File: config.mk
export PLATFORM = sky130hd
export DESIGN_NAME = vga_timing_gen
export DESIGN_NICKNAME = d
export VERILOG_FILES = /design/src/rtl/vga_pkg.sv /design/src/rtl/vga_axis_counter.sv /design/src/rtl/vga_timing_gen.sv
export SDC_FILE = /design/constraint.sdc
export NUM_CORES = 1
export LEC_CHECK = 0
export ABC_AREA = 1
export CAP_MARGIN = 0
export CELL_PAD_IN_SITES_DETAIL_PLACEMENT = 1
export CELL_PAD_IN_SITES_GLOBAL_PLACEMENT = 2
export CORE_UTILIZATION = 34
export DETAILED_ROUTE_END_ITERATION = 6
export PLACE_DENSITY_LB_ADDON = 0.1
export SYNTH_ARGS = -nofsm -noshare
export SYNTH_HDL_FRONTEND = slang
export SYNTH_SLANG_ARGS = --single-unit
File: constraint.sdc
create_clock -name clk -period 4.6 [get_ports clk]
set_input_delay 0.46 -clock clk [delete_from_list [all_inputs] [get_ports clk]]
set_output_delay 0.46 -clock clk [all_outputs]
set_load 0.01 [all_outputs]
File: src/rtl/vga_pkg.sv
// Shared types and constants for the VGA timing generator: default 640x480 timing,
// the rgb_t colour struct and the colour-bar lookup used by the optional test pattern.
package vga_pkg;

  localparam int DEF_CLK_DIV  = 4;
  localparam int DEF_H_ACTIVE = 640;
  localparam int DEF_H_FP     = 16;
  localparam int DEF_H_SYNC   = 96;
  localparam int DEF_H_BP     = 48;
  localparam int DEF_V_ACTIVE = 480;
  localparam int DEF_V_FP     = 10;
  localparam int DEF_V_SYNC   = 2;
  localparam int DEF_V_BP     = 33;
  localparam int DEF_SRC_W    = 256;
  localparam int DEF_SRC_H    = 240;
  localparam int DEF_SCALE    = 2;
  localparam int DEF_COLOR_W  = 4;

  typedef struct packed {
    logic [DEF_COLOR_W-1:0] r;
    logic [DEF_COLOR_W-1:0] g;
    logic [DEF_COLOR_W-1:0] b;
  } rgb_t;

  // {r,g,b}: each set bit drives that channel to full scale.
  typedef logic [2:0] bar_mask_t;

  // Bars left to right: white, yellow, cyan, green, magenta, red, blue, black.
  function automatic bar_mask_t bar_mask(input logic [2:0] idx);
    case (idx)
      3'd0:    return 3'b111;
      3'd1:    return 3'b110;
      3'd2:    return 3'b011;
      3'd3:    return 3'b010;
      3'd4:    return 3'b101;
      3'd5:    return 3'b100;
      3'd6:    return 3'b001;
      default: return 3'b000;
    endcase
  endfunction

endpackage

File: src/rtl/vga_axis_counter.sv
// One axis (horizontal or vertical) of the VGA raster: a wrapping position counter
// with active-region and sync-region decode. Instantiated once per axis.
module vga_axis_counter #(
  parameter int ACTIVE = 640,
  parameter int FP     = 16,
  parameter int SYNC   = 96,
  parameter int BP     = 48,
  localparam int TOTAL = ACTIVE + FP + SYNC + BP,
  localparam int CW    = $clog2(TOTAL + 1)
) (
  input  logic          clk,
  input  logic          rst,
  input  logic          en,
  output logic [CW-1:0] cnt,
  output logic [CW-1:0] cnt_next,
  output logic          wrap,
  output logic          active,
  output logic          sync
);

  localparam logic [CW-1:0] LAST     = CW'(TOTAL - 1);
  localparam logic [CW-1:0] ACT_END  = CW'(ACTIVE);
  localparam logic [CW-1:0] SYNC_BEG = CW'(ACTIVE + FP);
  localparam logic [CW-1:0] SYNC_END = CW'(ACTIVE + FP + SYNC);

  // NOTE: every signal driven in always_comb gets a default first, so no path can infer a latch.
  always_comb begin
    wrap     = en && (cnt == LAST);
    cnt_next = cnt;
    if (en) cnt_next = (cnt == LAST) ? '0 : cnt + 1'b1;
  end

  // NOTE: state registers use non-blocking assignments and reset asynchronously.
  always_ff @(posedge clk or posedge rst) begin
    if (rst) cnt <= '0;
    else     cnt <= cnt_next;
  end

  assign active = (cnt < ACT_END);
  assign sync   = (cnt >= SYNC_BEG) && (cnt < SYNC_END);

endmodule

File: src/rtl/vga_timing_gen.sv
// VGA timing generator and integer-scaling frame window for a 256x240 NES source image.
// Define VGA_TEST_PATTERN_EN to add the test_en port and the eight-bar colour pattern.
module vga_timing_gen
  import vga_pkg::*;
#(
  parameter int   CLK_DIV  = DEF_CLK_DIV,
  parameter int   H_ACTIVE = DEF_H_ACTIVE,
  parameter int   H_FP     = DEF_H_FP,
  parameter int   H_SYNC   = DEF_H_SYNC,
  parameter int   H_BP     = DEF_H_BP,
  parameter int   V_ACTIVE = DEF_V_ACTIVE,
  parameter int   V_FP     = DEF_V_FP,
  parameter int   V_SYNC   = DEF_V_SYNC,
  parameter int   V_BP     = DEF_V_BP,
  parameter int   SRC_W    = DEF_SRC_W,
  parameter int   SRC_H    = DEF_SRC_H,
  parameter int   SCALE    = DEF_SCALE,
  parameter logic SYNC_POL = 1'b0,
  parameter int   COLOR_W  = DEF_COLOR_W
) (
  input  logic                 clk,
  input  logic                 rst,
  input  logic [3*COLOR_W-1:0] pix_data,
`ifdef VGA_TEST_PATTERN_EN
  input  logic                 test_en,
`endif
  output logic [7:0]           h_c,
  output logic [7:0]           v_c,
  output logic                 src_valid,
  output logic                 frame_start,
  output logic [COLOR_W-1:0]   vgaRed,
  output logic [COLOR_W-1:0]   vgaGreen,
  output logic [COLOR_W-1:0]   vgaBlue,
  output logic                 Hsync,
  output logic                 Vsync
);

  localparam int H_TOTAL = H_ACTIVE + H_FP + H_SYNC + H_BP;
  localparam int V_TOTAL = V_ACTIVE + V_FP + V_SYNC + V_BP;
  localparam int HW      = $clog2(H_TOTAL + 1);
  localparam int VW      = $clog2(V_TOTAL + 1);
  localparam int DW      = (CLK_DIV > 1) ? $clog2(CLK_DIV) : 1;
  localparam int SHIFT   = $clog2(SCALE);

  localparam logic [DW-1:0] DIV_LAST = DW'(CLK_DIV - 1);
  localparam logic [HW-1:0] X_OFF    = HW'((H_ACTIVE - SRC_W * SCALE) / 2);
  localparam logic [VW-1:0] Y_OFF    = VW'((V_ACTIVE - SRC_H * SCALE) / 2);
  localparam logic [HW-1:0] X_SPAN   = HW'(SRC_W * SCALE);
  localparam logic [VW-1:0] Y_SPAN   = VW'(SRC_H * SCALE);

  logic [DW-1:0] div;
  logic          tick;
  logic [HW-1:0] h_cnt, h_next;
  logic [VW-1:0] v_cnt, v_next;
  logic          h_wrap, v_wrap, h_active, v_active, h_sync, v_sync;

  always_ff @(posedge clk or posedge rst) begin
    if (rst)       div <= '0;
    else if (tick) div <= '0;
    else           div <= div + 1'b1;
  end

  assign tick = (div == DIV_LAST);

  vga_axis_counter #(
    .ACTIVE(H_ACTIVE), .FP(H_FP), .SYNC(H_SYNC), .BP(H_BP)
  ) u_h (
    .clk(clk), .rst(rst), .en(tick),
    .cnt(h_cnt), .cnt_next(h_next), .wrap(h_wrap),
    .active(h_active), .sync(h_sync)
  );

  vga_axis_counter #(
    .ACTIVE(V_ACTIVE), .FP(V_FP), .SYNC(V_SYNC), .BP(V_BP)
  ) u_v (
    .clk(clk), .rst(rst), .en(h_wrap),
    .cnt(v_cnt), .cnt_next(v_next), .wrap(v_wrap),
    .active(v_active), .sync(v_sync)
  );

  // Window test on the position about to start. Below the offset the subtraction wraps
  // past 2**HW - X_OFF, which always exceeds the span, so one unsigned compare suffices.
  logic [HW-1:0] dx;
  logic [VW-1:0] dy;
  logic          in_win;

  always_comb begin
    dx     = h_next - X_OFF;
    dy     = v_next - Y_OFF;
    in_win = (dx < X_SPAN) && (dy < Y_SPAN);
  end

  always_ff @(posedge clk or posedge rst) begin
    if (rst) begin
      src_valid <= 1'b0;
      h_c       <= '0;
      v_c       <= '0;
    end else if (tick) begin
      src_valid <= in_win;
      h_c       <= in_win ? 8'(dx >> SHIFT) : 8'd0;
      v_c       <= in_win ? 8'(dy >> SHIFT) : 8'd0;
    end
  end

  logic [3*COLOR_W-1:0] win_rgb;

`ifdef VGA_TEST_PATTERN_EN
  localparam int BAR_W = SRC_W / 8;
  bar_mask_t bar;

  always_comb begin
    bar     = bar_mask(3'(h_c / BAR_W));
    win_rgb = pix_data;
    if (test_en) win_rgb = {{COLOR_W{bar[2]}}, {COLOR_W{bar[1]}}, {COLOR_W{bar[0]}}};
  end
`else
  assign win_rgb = pix_data;
`endif

  // Colour and sync for slot P are captured on the tick ending P and held through P+1.
  always_ff @(posedge clk or posedge rst) begin
    if (rst) begin
      {vgaRed, vgaGreen, vgaBlue} <= '0;
      Hsync                       <= ~SYNC_POL;
      Vsync                       <= ~SYNC_POL;
    end else if (tick) begin
      {vgaRed, vgaGreen, vgaBlue} <= (h_active && v_active && src_valid) ? win_rgb : '0;
      Hsync                       <= h_sync ? SYNC_POL : ~SYNC_POL;
      Vsync                       <= v_sync ? SYNC_POL : ~SYNC_POL;
    end
  end

  // origin marks the slot at raster (0,0); reset lands there directly.
  logic origin;

  always_ff @(posedge clk or posedge rst) begin
    if (rst) begin
      origin      <= 1'b1;
      frame_start <= 1'b0;
    end else begin
      frame_start <= tick && origin;
      if (tick) origin <= v_wrap;
    end
  end

endmodule

=== Yosys cells after proc, flatten, opt, wreduce, memory -nomap -nowiden ===
Cells that the tools add are included.

* Muxes and demuxes: 10
* $lt $le $gt $ge: 8
* Reduce and logical (&&, ||, !) cells: 8
* Add/subtract/negate cells: 4
* Equal/unequal tests: 3

{| class="wikitable"
|+ Operator list
! kind !! number
|-
| 2-to-1 mux 10 bit || 4
|-
| < comparator 10 bit, second input constant || 3
|-
| < comparator 10 x 9 -> 1 bit, second input constant || 3
|-
| adder 10 x 1 -> 10 bit, second input constant || 2
|-
| == test 10 bit, second input constant || 2
|-
| 2-to-1 mux 8 bit || 2
|-
| 2-to-1 mux 12 bit || 1
|-
| greater-or-equal comparator 10 bit, second input constant || 1
|-
| greater-or-equal comparator 10 x 9 -> 1 bit, second input constant || 1
|-
| subtractor 10 x 7 -> 10 bit, second input constant || 1
|-
| logical AND 1 bit || 8
|-
| adder 2 x 1 -> 2 bit, second input constant || 1
|-
| == test 2 bit, second input constant || 1
|-
| 2-to-1 mux 1 bit || 2
|-
| 2-to-1 mux 2 bit || 1
|}

* Input bits: 14
* Register bits after elaboration: 55

=== Logic depth before layout (Yosys ltp) ===
Gate-level depths: netlist of run 1.

* Depth after elaboration: 7
* Mapped depth: 15
* Mapped depth without buffers: 12

=== By module ===
From an unflattened synthesis of run 1, not the netlist that was laid out.

* Cell total of the unflattened synthesis: 337
* Area total of the unflattened synthesis: 2817.7 sq um

{| class="wikitable"
|+ Modules (own cells, without submodules)
! module !! cells each !! instances !! area each (sq um) !! seq. area each (sq um)
|-
| vga_timing_gen || 161 || 1 || 1551.5 || 879.6
|-
| vga_axis_counter at u_v || 91 || 1 || 643.1 || 250.2
|-
| vga_axis_counter at u_h || 85 || 1 || 623.1 || 250.2
|}

=== Worst setup path before layout of run 1 ===
Ideal clock, no wire load.

* Path type: reg-to-reg
* From: reg u_h.cnt[0]
* To: reg h_c[0]
* Data required time: 4483 ps
* Setup time: 117 ps
* Stages on the path, launching flop included: 15
* Arrival time: 1756 ps
* Slack: 2727 ps
* Buffers on the path: 2
* Cells stage by stage: dfrtp_1 > ha_1 > nand2_4 > nor2_4 > nand2_2 > nor2_4 > buf_6 > nand3_1 > nand2_2 > nand2_1 > nor2_2 > nor2_4 > buf_6 > nand3_2 > nand2_1

* Elaborated cells between the ends (all ways): 11
* Those cells by class: add/sub (2); order compare (2); eq/ne (1); mux (4); reduce/logical (2)

{| class="wikitable"
|+ RTL lines
! item !! RTL line !! source
|-
| start, declared || vga_axis_counter.sv:14 || <nowiki>output logic [CW-1:0] cnt,</nowiki>
|-
| start signal, assigned || vga_axis_counter.sv:36 || <nowiki>else cnt <= cnt_next;</nowiki>
|-
| == test 10 bit || vga_axis_counter.sv:28 || <nowiki>wrap = en && (cnt == LAST);</nowiki>
|-
| logical AND 1 bit || vga_axis_counter.sv:28 ||
|-
| 2-to-1 mux 10 bit || vga_axis_counter.sv:30 || <nowiki>if (en) cnt_next = (cnt == LAST) ? '0 : cnt + 1'b1;</nowiki>
|-
| named net dy[7] || vga_timing_gen.sv:84 || <nowiki>logic [VW-1:0] dy;</nowiki>
|-
| < comparator 10 x 9 -> 1 bit || vga_timing_gen.sv:90 || <nowiki>in_win = (dx < X_SPAN) && (dy < Y_SPAN);</nowiki>
|-
| logical AND 1 bit || vga_timing_gen.sv:90 ||
|-
| 2-to-1 mux 8 bit || vga_timing_gen.sv:100 || <nowiki>h_c <= in_win ? 8'(dx >> SHIFT) : 8'd0;</nowiki>
|-
| end signal, assigned || vga_timing_gen.sv:100 ||
|-
| end, declared || vga_timing_gen.sv:27 || <nowiki>output logic [7:0] h_c,</nowiki>
|}

The timed path passes the listed nets, and every way through them passes these cells.
A chain may end at the register's enable or synchronous reset.

=== Worst setup path in the final report of run 1 ===
* From: reg div[0]
* To: reg h_c[6]

* Cells in the longest elaborated chain, start to end: 6
* Elaborated cells between the ends (all ways): 9
* Those cells by class: add/sub (1); order compare (2); eq/ne (1); mux (3); reduce/logical (2)

{| class="wikitable"
|+ Ends and longest elaborated chain
! item !! RTL line !! source
|-
| start, declared || vga_timing_gen.sv:51 || <nowiki>logic [DW-1:0] div;</nowiki>
|-
| start signal, assigned || vga_timing_gen.sv:60 || <nowiki>else div <= div + 1'b1;</nowiki>
|-
| == test 2 bit (*) || vga_timing_gen.sv:63 || <nowiki>assign tick = (div == DIV_LAST);</nowiki>
|-
| 2-to-1 mux 10 bit or logical AND 1 bit (tied branches) || vga_axis_counter.sv:30, vga_axis_counter.sv:28 ||
|-
| subtractor 10 x 7 -> 10 bit or 2-to-1 mux 10 bit (tied branches) || vga_timing_gen.sv:88, vga_axis_counter.sv:30 ||
|-
| < comparator 10 bit or < comparator 10 x 9 -> 1 bit (tied branches) || vga_timing_gen.sv:90 ||
|-
| logical AND 1 bit || vga_timing_gen.sv:90 ||
|-
| 2-to-1 mux 8 bit || vga_timing_gen.sv:100 ||
|}

Every way passes the cells marked *; elsewhere a longest branch is shown, timed or not.

==> results of run 1 <==
[per-stage QoR]
stage / util / cell area (µm²)
after floorplan: - / 2756
after global routing: 0.4367 / 3392
after CTS: 0.4367 / 3392
after detailed placement: 0.4240 / 3293
after global placement: 0.4240 / 3293
final: 0.4367 / 3392
[power breakdown]
part	internal, mW	leakage (nW)	switching [mW]
sequential	0.483	0.744	0
clock	0.123	0.0474	0.168
combinational	0.0101	0.779	0.0108
total	0.617	1.57	0.179
[layer usage]
layer / track usage / wire (µm)
met1: 0.2621 / 3613
met2: 0.2842 / 3066
met3: 0.03151 / 193
met4: 0.04688 / 74
met5: 0 / 0
[state kept, by name (all words and copies together), names as in the netlist]
| name | flops |
|---|---|
| h_c | 8 |
| Hsync | 1 |
| div | 2 |
| Vsync | 1 |
| u_v.cnt | 10 |
| u_h.cnt | 10 |
| vgaBlue | 4 |
| origin | 1 |
| src_valid | 1 |
| frame_start | 1 |
| vgaGreen | 4 |
| v_c | 8 |
| vgaRed | 4 |
[cell families after synthesis]
group / Yosys count / synth area share
AOI/OAI and AO/OA: 28 / 0.05356
xor gates and xnor gates: 2 / 0.006356
adders and majority gates: 6 / 0.02723
buffers and inverters: 52 / 0.07989
DFF: 55 / 0.5007
and+or+nand+nor: 185 / 0.3323
[layout make-up]
| type | count | area share |
|---|---|---|
| sequential | 55 | 0.4069 |
| multi-input combinational | 221 | 0.3416 |
| timing repair buffer | 48 | 0.1394 |
| inverter | 41 | 0.04537 |
| tap | 102 | 0.03762 |
| clock buffer | 6 | 0.02435 |
| clock inverter | 2 | 0.004795 |
[layout by cell type (no fill, tap or decap)]
| master | synthesis | routed |
|---|---|---|
| a2111oi_0 | 1 | 1 |
| a21oi_1 | 4 | 4 |
| a41oi_1 | 1 | 1 |
| and3_1 | 1 | 1 |
| buf_4 | 0 | 3 |
| clkbuf_8 | 0 | 6 |
| clkdlybuf4s50_1 | 0 | 45 |
| clkinv_4 | 0 | 1 |
| clkinvlp_4 | 0 | 1 |
| dfrtp_1 | 52 | 52 |
| dfstp_2 | 3 | 3 |
| ha_1 | 6 | 5 |
| ha_2 | 0 | 1 |
| inv_1 | 36 | 35 |
| inv_2 | 5 | 6 |
| nand2_1 | 99 | 99 |
| nand2_2 | 3 | 3 |
| nand2_4 | 1 | 1 |
| nand3_1 | 26 | 26 |
| nand3_2 | 14 | 14 |
| nand4_1 | 6 | 6 |
| nand4_2 | 1 | 1 |
| nor2_1 | 17 | 17 |
| nor2_2 | 6 | 6 |
| nor2_4 | 3 | 3 |
| nor3_1 | 4 | 4 |
| nor3_2 | 2 | 2 |
| nor4_1 | 2 | 2 |
| o21ai_0 | 21 | 21 |
| o21ai_1 | 1 | 1 |
| xor2_1 | 2 | 2 |
[critical path, stage by stage, from the launching register on]
cell	delay (ps)
dfrtp_1	370
ha_2	310
buf_4	420
nand2_1	90
nor2_1	140
nand2_1	70
nand2_1	60
nand3_1	150
nand4_1	170
nand3_2	90
nor2_4	430
nand3_1	160
nand2_1	90
[worst paths after layout]
path                         endpoint  slack, ps
min reg2reg                    div[0]        450
max                            h_c[6]       1960
max reg2reg                    h_c[6]       1960
min                            div[0]        450
max in group asynchronous  u_h.cnt[6]       3460
min in group asynchronous   vgaRed[0]        650
==> reports/metrics.csv, run 1 <==
metric;value;unit
Gate Count Post-Synth;328;
post-route insts no fill;475;
Least-Margin Pin Slew;715.7;ps
final WL;6947;µm
Vias/cell;4.777;
Fmax;379.3;MHz
path depth of the worst reg2reg path;12;
clk buf depth;2;
Inserted Clock Buffers;5;
Hold WC Path Type;flop to flop;
post-DP HPWL;5014;µm
initial antenna violation count;0;
drt wl/cell;14.63;µm
floorplan core area;0.007767;mm²
H-tree depth;2;
worst reg2reg startpoint;div[0];
Post-route DRC;0;
crit-path max FO;36;
Yosys warnings;0;
postcts setup bufs;0;
CP arrival;2890;ps
crit share post-route;0.5732;
leading area contributor after synthesis;dfrtp_1;
post-synth top area share;0.4721;
most numerous cell in the Yosys netlist;nand2_1;
dpl cells;467;
outcome;finished, final reports clean;
VDD IR-drop max;138.1;µV
DR iter-0 viols;116;
Layout area overhead;23.06;%
fin worst setup slack;1963;ps
post-route ant nets;0;
ranking of synthesized cells by area;dfrtp_1 47%, nand2_1 13%, nand3_2 5.1%;
clk_skew;14.54;ps
Final GP Congestion;0.7586;
Antenna diodes;0;
router iterations before antenna repair;4;
CTS tree;built;
CTS Root Cell;clkbuf_8;
Hold Startpoint;div[0];
Pins Over Slew Limit;0;
RSZ-0062 raised after global routing;no;
Hold-fix buffers, CTS;0;
Critical path origin;div[0];
largest net degree at the start of global routing;56;
Post-CTS Resized;0;
GR Util All Layers;0.1825;
Synth Register Bits;55;
Port-buffer cells;45;
Sink Count;55;
critical path class;flop to flop;
pwr/cell area;234.7;mW/mm²
share of post-route cells with drive strength above 1;0.1367;
register area;0.001380;mm²
nets;392;
CP endpoint kind;flop;
row cnt;32;
Initial Util;0.3549;
required time of the critical path;4850;ps
final hold violation count;0;
Cell variety after synth;28;
Top-Level Pins;46;
total power;796.1;µW
pre-CTS setup slack;1968;ps
first-pass GRT wire length;12150;µm
ys flop type;dfrtp_1;
DIE HEIGHT;92.04;µm
synthesized netlist net count;348;
Max-Cap Viols;0;
vias in the first global route;2348;
fraction of registers with async set or reset after synthesis;1.000;
setup TNS;0;ps
Final Setup Violations;0;
Synth Cell Area;0.002756;mm²
total congestion overflow;0;
Filler cells;950;
routed vias;2269;
static leakage;1.570;nW
Tmin final;2637;ps
multi-input logic area;0.001159;mm²
clk_lat worst skew;320;ps
Worst setup SP type;flop;
mean area per synthesized cell;8.404;µm²
Hold Path Cell Cnt;1;
Die ar.;0.008471;mm²
Die X;92.04;µm
Post-synth EDFFs;0;
sequential cell area fraction in the yosys report;0.5007;
Slew HR;0.5229;
hold_ws;447.8;ps
Synth top cells by count;99 x nand2_1, 52 x dfrtp_1, 36 x inv_1, 26 x nand3_1, 21 x o21ai_0;
Clk pin slew, worst setup/hold paths;100;ps
No activity file was read; power rests on OpenSTA's default activity.
==> run 2: changes to the inputs <==
CORE_UTILIZATION = 28   (was 34)
clock period = 2.4 ns   (was 4.6 ns; I/O delays follow)
==> run 2 against run 1 <==
Hold slack lost 170 ps. First-iteration DRC count shrank 33%. Routed wire length grew 7.5%. Setup slack lost 1700 ps. Die area grew 21%. Sequential cell count is the same. Sequential power grew 92%. Utilization shrank 6.2 points. Fmax grew 21%. Global-route usage shrank 2.4 points. Design area grew 3.4%. Largest power group unchanged. Highest routed layer unchanged.
==> reports/metrics.csv, run 2 (same netlist as run 1, synthesis figures left out) <==
metric;value;unit
floorplan core area;0.009371;mm²
Vias/cell;4.506;
Worst setup SP type;flop;
Hold-fix buffers, CTS;0;
critical path class;flop to flop;
Antenna diodes;0;
crit share post-route;0.9056;
clk buf depth;2;
clk_skew;11.49;ps
register area;0.001380;mm²
multi-input logic area;0.001159;mm²
Least-Margin Pin Slew;583.8;ps
CTS Root Cell;clkbuf_8;
VDD IR-drop max;222.4;µV
setup TNS;0;ps
crit-path most repeated cell;nor2_4;
Hold WC Path Type;input pin to async pin;
required time of the critical path;2590;ps
commonest non-fill, non-tap cell in the layout;nand2_1;
Tmin final;2173;ps
CP arrival;2370;ps
row cnt;35;
H-tree depth;2;
Pins Over Slew Limit;0;
Worst path top cell family by delay;simple AND/OR/NAND/NOR gates;
CP endpoint kind;flop;
router iterations before antenna repair;4;
routed vias;2298;
final WL;7471;µm
commonest cells after routing, fill and taps aside;99 x nand2_1, 52 x dfrtp_1, 45 x clkdlybuf4s50_1, 35 x inv_1, 26 x nand3_1;
Bufs and invs on worst path;1;
Slew HR;0.6007;
drt wl/cell;14.65;µm
nets;400;
outcome;finished, final reports clean;
CP cell instances;ha_2 > nand2_4 > nor2_4 > nand2_2 > nor2_4 > nand3_1 > o21ai_1 > nand2_1 > nor2_2 > nor2_4 > buf_12 > nand2_1 > o21ai_0;
post-route ant nets;0;
Final GP Congestion;0.7948;
first-pass GRT wire length;12490;µm
Max stage delay cell, worst path;dfrtp_1;
Initial Util;0.2941;
Port-buffer cells;45;
Sink Count;55;
DR iter-0 viols;78;
GR Util All Layers;0.1586;
postcts setup bufs;0;
Clk pin slew, worst setup/hold paths;110;ps
RSZ-0062 raised after global routing;no;
largest net degree at the start of global routing;40;
Filler cells;1179;
Final Setup Violations;0;
Top-Level Pins;46;
Post-CTS Resized;0;
static leakage;1.620;nW
total congestion overflow;0;
clk_lat worst skew;310;ps
pwr/cell area;437.9;mW/mm²
final hold violation count;0;
Max stage delay on crit path;370;ps
vias in the first global route;2394;
share of post-route cells with drive strength above 1;0.1522;
initial antenna violation count;0;
Fmax;460.1;MHz
Inserted Clock Buffers;5;
Max-Cap Viols;0;
post-DP HPWL;5466;µm
DIE HEIGHT;101.2;µm
Die X;101.2;µm
hold_ws;273.5;ps
CTS tree;built;
Die ar.;0.01025;mm²
Top Registers;u_h.cnt (10), u_v.cnt (10);
crit-path max FO;17;
Layout area overhead;27.24;%
Post-route DRC;0;
-- run 2: changes by cell type in the layout (fill, tap and decap cells not counted) --
cell        delta
buf_12         +2
buf_4          +6
clkbuf_1       +1
clkinvlp_4     -1
-- run 2: area by class of cell --
cell class / count / area share
clock inverters: 1 / 0.002497
inverters: 41 / 0.04388
flip-flops and latches: 55 / 0.3935
repair buffers: 56 / 0.1591
multi-input cells: 221 / 0.3304
clock buffers: 7 / 0.02462
well taps: 129 / 0.04602
-- run 2: layer usage --
layer  track usage  up-vias  part of all wire
met4       0.03679        0            0.0092
met2        0.2376       38              0.44
met5             0        -                 0
met3       0.02968        7             0.032
li1              -     1142                 -
met1        0.2357     1111              0.52
-- run 2: worst paths after layout --
kind,cells past startpoint,from,to,slack (ps)
min,2,rst,h_c[2],270
max,13,div[0],src_valid,230
max reg2reg,13,div[0],src_valid,230
min in group clk,1,div[0],div[0],440
max in group asynchronous,3,rst,Hsync,1500
min reg2reg,1,div[0],div[0],440
-- run 2: report_power, final --
| group | switching (mW) | internal (mW) |
|---|---|---|
| Sequential | 0 | 0.926 |
| Combinational | 0.0213 | 0.0216 |
| Clock | 0.328 | 0.238 |
-- run 2: metrics by stage --
step	std cells	utilization	power (mW)	setup slack [ps]	instance area [µm²]
floorplan	328	-	0.9578	527.4	2756
global route	510	0.3742	1.603	3.675	3507
detailed placement	502	0.3641	0.9906	210.8	3412
finish	510	0.3742	1.536	226.6	3507
global placement	502	0.3641	0.9900	253.0	3412
CTS	510	0.3742	1.564	204.2	3507
